### src/rtl/cpu_pkg.sv
// Shared fetch-path definitions: bus widths, reset vector, PC step and the
// record stored per fetched instruction.
package cpu_pkg;

  localparam int ADDR_W  = 16;
  localparam int INSTR_W = 16;

  localparam logic [ADDR_W-1:0] RESET_PC = 16'h0000;
  localparam logic [ADDR_W-1:0] PC_STEP  = 16'd2;

  typedef struct packed {
    logic [ADDR_W-1:0]  pc;
    logic [INSTR_W-1:0] instr;
  } fetch_entry_t;

  // Instructions are halfword aligned; a branch target's bit 0 is dropped.
  function automatic logic [ADDR_W-1:0] align_pc(input logic [ADDR_W-1:0] addr);
    return {addr[ADDR_W-1:1], 1'b0};
  endfunction

endpackage

### src/rtl/fetch_queue.sv
// Two-entry FIFO of fetched instructions with flush. The head record is
// forced to zero while the queue is empty so decode never sees stale data.
module fetch_queue
  import cpu_pkg::*;
(
  input  logic         clk,
  input  logic         rst,
  input  logic         flush,
  input  logic         push,
  input  logic         pop,
  input  fetch_entry_t wr_entry,
  output fetch_entry_t head,
  output logic         head_valid,
  output logic [1:0]   count
);

  fetch_entry_t mem [2];
  logic         wr_ptr;
  logic         rd_ptr;
  logic [1:0]   cnt;
  logic         do_push;
  logic         do_pop;

  // Flush wins over both push and pop; a pop on an empty queue is dropped.
  assign do_push = push & ~flush;
  assign do_pop  = pop & ~flush & (cnt != 2'd0);

  // Control state: pointers and occupancy.
  always_ff @(posedge clk or posedge rst) begin
    if (rst) begin
      wr_ptr <= 1'b0;
      rd_ptr <= 1'b0;
      cnt    <= 2'd0;
    end else if (flush) begin
      wr_ptr <= 1'b0;
      rd_ptr <= 1'b0;
      cnt    <= 2'd0;
    end else begin
      if (do_push) wr_ptr <= ~wr_ptr;
      if (do_pop)  rd_ptr <= ~rd_ptr;
      cnt <= cnt + {1'b0, do_push} - {1'b0, do_pop};
    end
  end

  // Storage needs no reset: entries are only visible while counted valid.
  always_ff @(posedge clk) begin
    if (do_push) mem[wr_ptr] <= wr_entry;
  end

  assign head_valid = (cnt != 2'd0);
  assign head       = head_valid ? mem[rd_ptr] : '0;
  assign count      = cnt;

endmodule

### src/rtl/instr_fetch.sv
// Instruction fetch: owns the PC, issues it to the combinational instruction
// memory, queues returned words for decode and handles branch redirects.
module instr_fetch
  import cpu_pkg::*;
(
  input  logic               clk,
  input  logic               rst,
  input  logic               fetch_en,
  output logic [ADDR_W-1:0]  imem_addr,
  input  logic [INSTR_W-1:0] imem_data,
  input  logic               redirect,
  input  logic [ADDR_W-1:0]  redirect_pc,
  output logic               if_valid,
  input  logic               if_ready,
  output logic [INSTR_W-1:0] if_instr,
  output logic [ADDR_W-1:0]  if_pc,
  output logic               misalign
);

  logic [ADDR_W-1:0] pc_p0;
  logic              misalign_p1;
  logic              pop;
  logic              push;
  logic [1:0]        count;
  fetch_entry_t      wr_entry;
  fetch_entry_t      head;

  // Memory address comes straight from the PC register.
  assign imem_addr = pc_p0;

  // A slot frees up in the same cycle the head is taken, so a full queue can
  // still accept a word when decode pops. Redirect cycles never push: the
  // word returned for the old PC belongs to the killed path.
  assign pop      = if_valid & if_ready;
  assign push     = fetch_en & ~redirect & ((count < 2'd2) | pop);
  assign wr_entry = '{pc: pc_p0, instr: imem_data};

  // PC register: redirect has priority, otherwise advance on every push.
  always_ff @(posedge clk or posedge rst) begin
    if (rst)           pc_p0 <= RESET_PC;
    else if (redirect) pc_p0 <= align_pc(redirect_pc);
    else if (push)     pc_p0 <= pc_p0 + PC_STEP;
  end

  // One-cycle flag for a redirect whose target was odd.
  always_ff @(posedge clk or posedge rst) begin
    if (rst) misalign_p1 <= 1'b0;
    else     misalign_p1 <= redirect & redirect_pc[0];
  end

  assign misalign = misalign_p1;

  fetch_queue u_queue (
    .clk        (clk),
    .rst        (rst),
    .flush      (redirect),
    .push       (push),
    .pop        (pop),
    .wr_entry   (wr_entry),
    .head       (head),
    .head_valid (if_valid),
    .count      (count)
  );

  assign if_instr = head.instr;
  assign if_pc    = head.pc;

endmodule

### config.mk
export PLATFORM = sky130hd
export DESIGN_NAME = instr_fetch
export DESIGN_NICKNAME = d
export VERILOG_FILES = /design/src/rtl/cpu_pkg.sv /design/src/rtl/fetch_queue.sv /design/src/rtl/instr_fetch.sv
export SDC_FILE = /design/constraint.sdc
export NUM_CORES = 1
export LEC_CHECK = 0
export CAP_MARGIN = 10
export CORE_MARGIN = 2
export CORE_UTILIZATION = 49
export CTS_CLUSTER_SIZE = 40
export DETAILED_ROUTE_END_ITERATION = 7
export PLACE_DENSITY = 0.8
export SLEW_MARGIN = 20
export SYNTH_ARGS = -nofsm -noshare
export SYNTH_HDL_FRONTEND = slang
export SYNTH_SLANG_ARGS = --single-unit
### constraint.sdc
create_clock -name clk -period 3.8 [get_ports clk]
set_input_delay 0.76 -clock clk [delete_from_list [all_inputs] [get_ports clk]]
set_output_delay 0.76 -clock clk [all_outputs]
set_load 0.01 [all_outputs]
Word level (Yosys, flattened, before mapping)
Memory sizes are Yosys's and may differ from the RTL's.
Index checks and enable logic that the tools add are counted.

word-level totals
  memory bits (writable) = 64
  latch bits = 0
  memories = 1
  ROM bits = 0
  word-level logic and storage cells = 35
  input port bits = 37
  bits in registers = 21
  output and inout bits = 50

cells by class
  equality and inequality tests = 0
  shift operators = 0
  $lt $le $gt $ge = 1
  $add $sub $neg = 3
  multiplexer cells = 10
  bitwise operators = 11
  $mul = 0
  div/mod/pow operators = 0
  reduce and logical (&&, ||, !) cells = 4

memories
  name         depth  bits a word  read ports  clocked after Yosys merged registers in  wr ports  RTL line           text
  u_queue.mem  2      32           1           0                                        1         fetch_queue.sv:17  fetch_entry_t mem [2];

operators with widths
  kind                   number
  $mux 16                2
  $mux 32                1
  $add 16x2->16 const B  1
  $reduce_bool 2->1      4
  $and 1x1->1            7
  $mux 1                 6
  $not 1->1              3
  $add 2x1->2            1
  $lt 2x2->1 const B     1
  $mux 2                 1
  $sub 2x1->2            1
  $or 1x1->1             1

Longest topological paths before layout
  depth after elaboration = 8
  depth in mapped cells = 9

By module
A second synthesis with hierarchy kept.

second synthesis, totals
  cells, all modules = 260
  area, all modules = 3564.7 um2

modules (own cells, without submodules)
  module       times used  cells each  area an instance (um2)
  fetch_queue  1           159         2651.3
  instr_fetch  1           101         913.4

Worst setup path before layout
Ideal clock, no wire load.

  path kind = input -> register
  start = in if_ready
  end = mem u_queue.mem[0][0] in the netlist's numbering, enable pin
  slack = 0.157 ns
  data required time = 3.342 ns
  arrival = 3.185 ns
  stages = 3
  cells stage by stage = nand2b_1 > nand2_1 > nor3_1

on the way
  longest elaborated chain between the ends = 6

ends and longest elaborated chain
  item                          RTL line           text
  from (decl)                   instr_fetch.sv:14  input logic if_ready,
  $and 1x1->1                   instr_fetch.sv:34  assign pop = if_valid & if_ready;
  $or 1x1->1                    instr_fetch.sv:35  assign push = fetch_en & ~redirect & ((count < 2'd2) | pop);
  $and 1x1->1                   instr_fetch.sv:35
  $and 1x1->1                   fetch_queue.sv:25  assign do_push = push & ~flush;
  $mux 1                        fetch_queue.sv:47  if (do_push) mem[wr_ptr] <= wr_entry;
  $mux 1 (not written as such)  fetch_queue.sv:47
  to (decl)                     fetch_queue.sv:17

No other way between the ends.

Worst setup path in the final report
  start = reg u_queue.rd_ptr
  end = out if_pc[9]

on the way
  longest elaborated chain between the ends = 2

ends and longest elaborated chain
  item                    RTL line           text
  from (decl)             fetch_queue.sv:19  logic rd_ptr;
  from (signal assigned)  fetch_queue.sv:40  if (do_pop) rd_ptr <= ~rd_ptr;
  $mem_v2 2x32            n/a
  $mux 32                 fetch_queue.sv:51  assign head = head_valid ? mem[rd_ptr] : '0;
  to (decl)               instr_fetch.sv:16  output logic [ADDR_W-1:0] if_pc,

No other way between the ends.

==> results.toml <==
[run_status]
status = "complete, no violations"

[clocking]
clkSinkCount = 82
clk_latency_ps = 350
clk_pin_slew_ps = 90
clockBufferDepth = 2
cts_inserted_buffers = 9
cts_root_buf = "clkbuf_8"
cts_resized = 0
htreeDepth = 3
postCtsSetupBuffers = 0
cts_hold_buffers = 0
cts_tree = "done"

[die]
dieHeight_um = 87.9
start_util_pct = 50.7
dieArea_um2 = 7720
die_x_um = 87.9
coreArea_um2 = 6790
ios = 87
rows = 30

[routing]
wl_per_cell_um = 14.8
vias_per_cell = 5.06
drc = 0
vias = 2282
ant_nets = 0
dr.first_iter.drc_count = 143
drtPass1Iterations = 4
wl_um = 6700

[logic_synthesis]
synthTopCellsByCount = "62 x edfxtp_1, 43 x nor2_1, 32 x mux2i_1, 20 x dfrtp_1, 20 x nand2_1"
yosys.area.top_type_share_pct = 54.0
synth_edf_count = 62
synthTopCellsByArea = "edfxtp_1 54%, dfrtp_1 15%, mux2i_1 9.3%, nor2_1 4.7%, nand2_1 2.2%"
synth_most_common_cell = "edfxtp_1"
ys.flop_type = "edfxtp_1"
syn_inst = 261
syn_area_um2 = 3450
seq_area_frac_synth_pct = 68.5
ys_ff_latch = 82
yosys_warnings = 0
ys_types = 34
async_flop_share_pct = 24.4
avgSynthCellArea_um2 = 13.2
synth_top_area_cell = "edfxtp_1"

[cells_and_area]
instances_no_fill = 451
final_util_pct = 67.8
area_growth_pct = 33.5
num-nets-final = 390
fin_area_um2 = 4600
n_antenna_cell = 0
drive_above_1_share_pct = 7.04

[grt]
antenna_found_initial = 0
grt_pass1_vias = 2201
globalRoute.totalOverflow = 0
grt_pass1_wl_um = 10600
grt_usage_pct = 18.3
grt_max_degree = 33

[setup_path]
critPathArrivalTime_ps = 2240
cp-end-kind = "output port"
path_cells = "mux2i_1 -> nor2_1 -> clkdlybuf4s50_1"
worst_setup_path_start_kind = "flip-flop"
cpPeakStageDelay_ps = 990
worstSetupPathType = "reg2out"
slowest_stage = "dfrtp_2"
worstPathRequired_ps = 3040
cp_max_fo = 32

[power]
p_sw_share_pct = 27.5
power.switching_uw = 621
p_leak_uw = 0.00164
pwr-share-comb_pct = 22.9
p_clk_share_pct = 27.5
max-vdd-ir-drop_mv = 0.205
p_per_area_nw_per_um2 = 490
seq_power_share_pct = 49.6
intPower_uw = 1630

[timing]
fin_crit_sh_pct = 78.8
worst_pin_slew_ps = 939
fin_crit_ps = 3000
final.setup.tns_ps = 0
rsz0062_at_grt = "false"
maxSlewHeadroom_pct = 37.4
fmax_mhz = 334
finClkSkew_ps = 9.82
postLayoutSetupSlackWorst_ps = 805
finalHoldViolCount = 0
finalSetupViolCount = 0
slew_violations = 0

[placement]
placed_area_um2 = 4410
place_ws_ps = 852
place_congestion = 0.850
dpl.cell_count = 435
place_hpwl_um = 4580
io_buffers = 84

[worst_hold_path]
hold_path.class = "reg2reg"

[run]
drv_cap = 0
power by group through the flow:
stage | sequential (uW) | clock (uW) | combinational [uW]
2_1_floorplan | 1100 | 0 | 273
5_1_grt | 1130 | 664 | 563
3_5_place_dp | 1140 | 0 | 523
3_3_place_gp | 1140 | 0 | 512
4_1_cts | 1120 | 629 | 524
6_report | 1120 | 620 | 517
state kept, by name, indices dropped and copies added (netlist names):
name            count
misalign            1
u_queue.wr_ptr      1
u_queue.mem        62
u_queue.rd_ptr      1
imem_addr          15
u_queue.count       2
metrics by stage:
step | power [uW] | hold WS, ps
after detailed placement | 1660 | 518
after global placement | 1650 | 520
after CTS | 2270 | 539
after floorplan | 1370 | 519
after global routing | 2360 | 570
final | 2250 | 536
logic make-up after synthesis:
logic type | after synthesis | synth area share, %
simple gates | 92 | 12.3
flops | 82 | 68.5
mux | 32 | 9.29
buf+inv | 20 | 2.43
compound gates | 19 | 3.16
xor+xnor | 12 | 3.05
fa+ha+maj | 3 | 1.09
other cells | 1 | 0.109
layout by cell type, fill, tap and decap left out, types with 3 or more instances in the layout:
master           synthesis  routed
buf_4                    2       6
o21ai_0                 11      11
inv_1                    6       6
nand3_1                  3       3
xor2_1                   6       6
xnor2_1                  6       6
clkdlybuf4s50_1          0      84
nor2_1                  43      42
a31oi_1                  4       4
nor4_1                   3       3
mux2i_1                 32      32
ha_1                     3       3
edfxtp_1                62      62
nand2_1                 20      20
and2_1                   3       3
clkbuf_8                 0       9
dfrtp_1                 20      19
nand4_1                  4       4
critical path, delay by kind of cell (launching register included):
| kind | cells | cell delay (ps) |
|---|---|---|
| flops | 1 | 990 |
| buf+inv | 1 | 550 |
| mux | 1 | 190 |
| simple gates | 1 | 150 |
area by class of cell:
class	instances	area (um2)
clock inverter	5	63.8
tap	96	120
inverter	7	26.3
clock buffer	11	131
multi-input combinational	160	1010
fill	524	2190
timing repair buffer	90	886
sequential	82	2360
metal layers:
layer | routed length [um] | share of wire, % | track usage [%]
met5 | 0 | 0 | 0
met4 | 168 | 2.5 | 9.51
met3 | 397 | 5.9 | 4.62
met2 | 3210 | 48 | 27.6
met1 | 2920 | 44 | 24.8
path summary, 6_finish.rpt:
path,start,end,slack [ps],depth (start not counted)
setup reg to reg,u_queue.count[1],u_queue.count[1],1430,10
setup / recovery,u_queue.rd_ptr,if_pc[9],800,3
max in group asynchronous,rst,u_queue.rd_ptr,2450,2
hold reg to reg,imem_addr[15],u_queue.mem[0][31],540,0
min in group asynchronous,rst,misalign,830,2
hold / removal,imem_addr[15],u_queue.mem[0][31],540,0
Power figures use the tool's default switching activity.
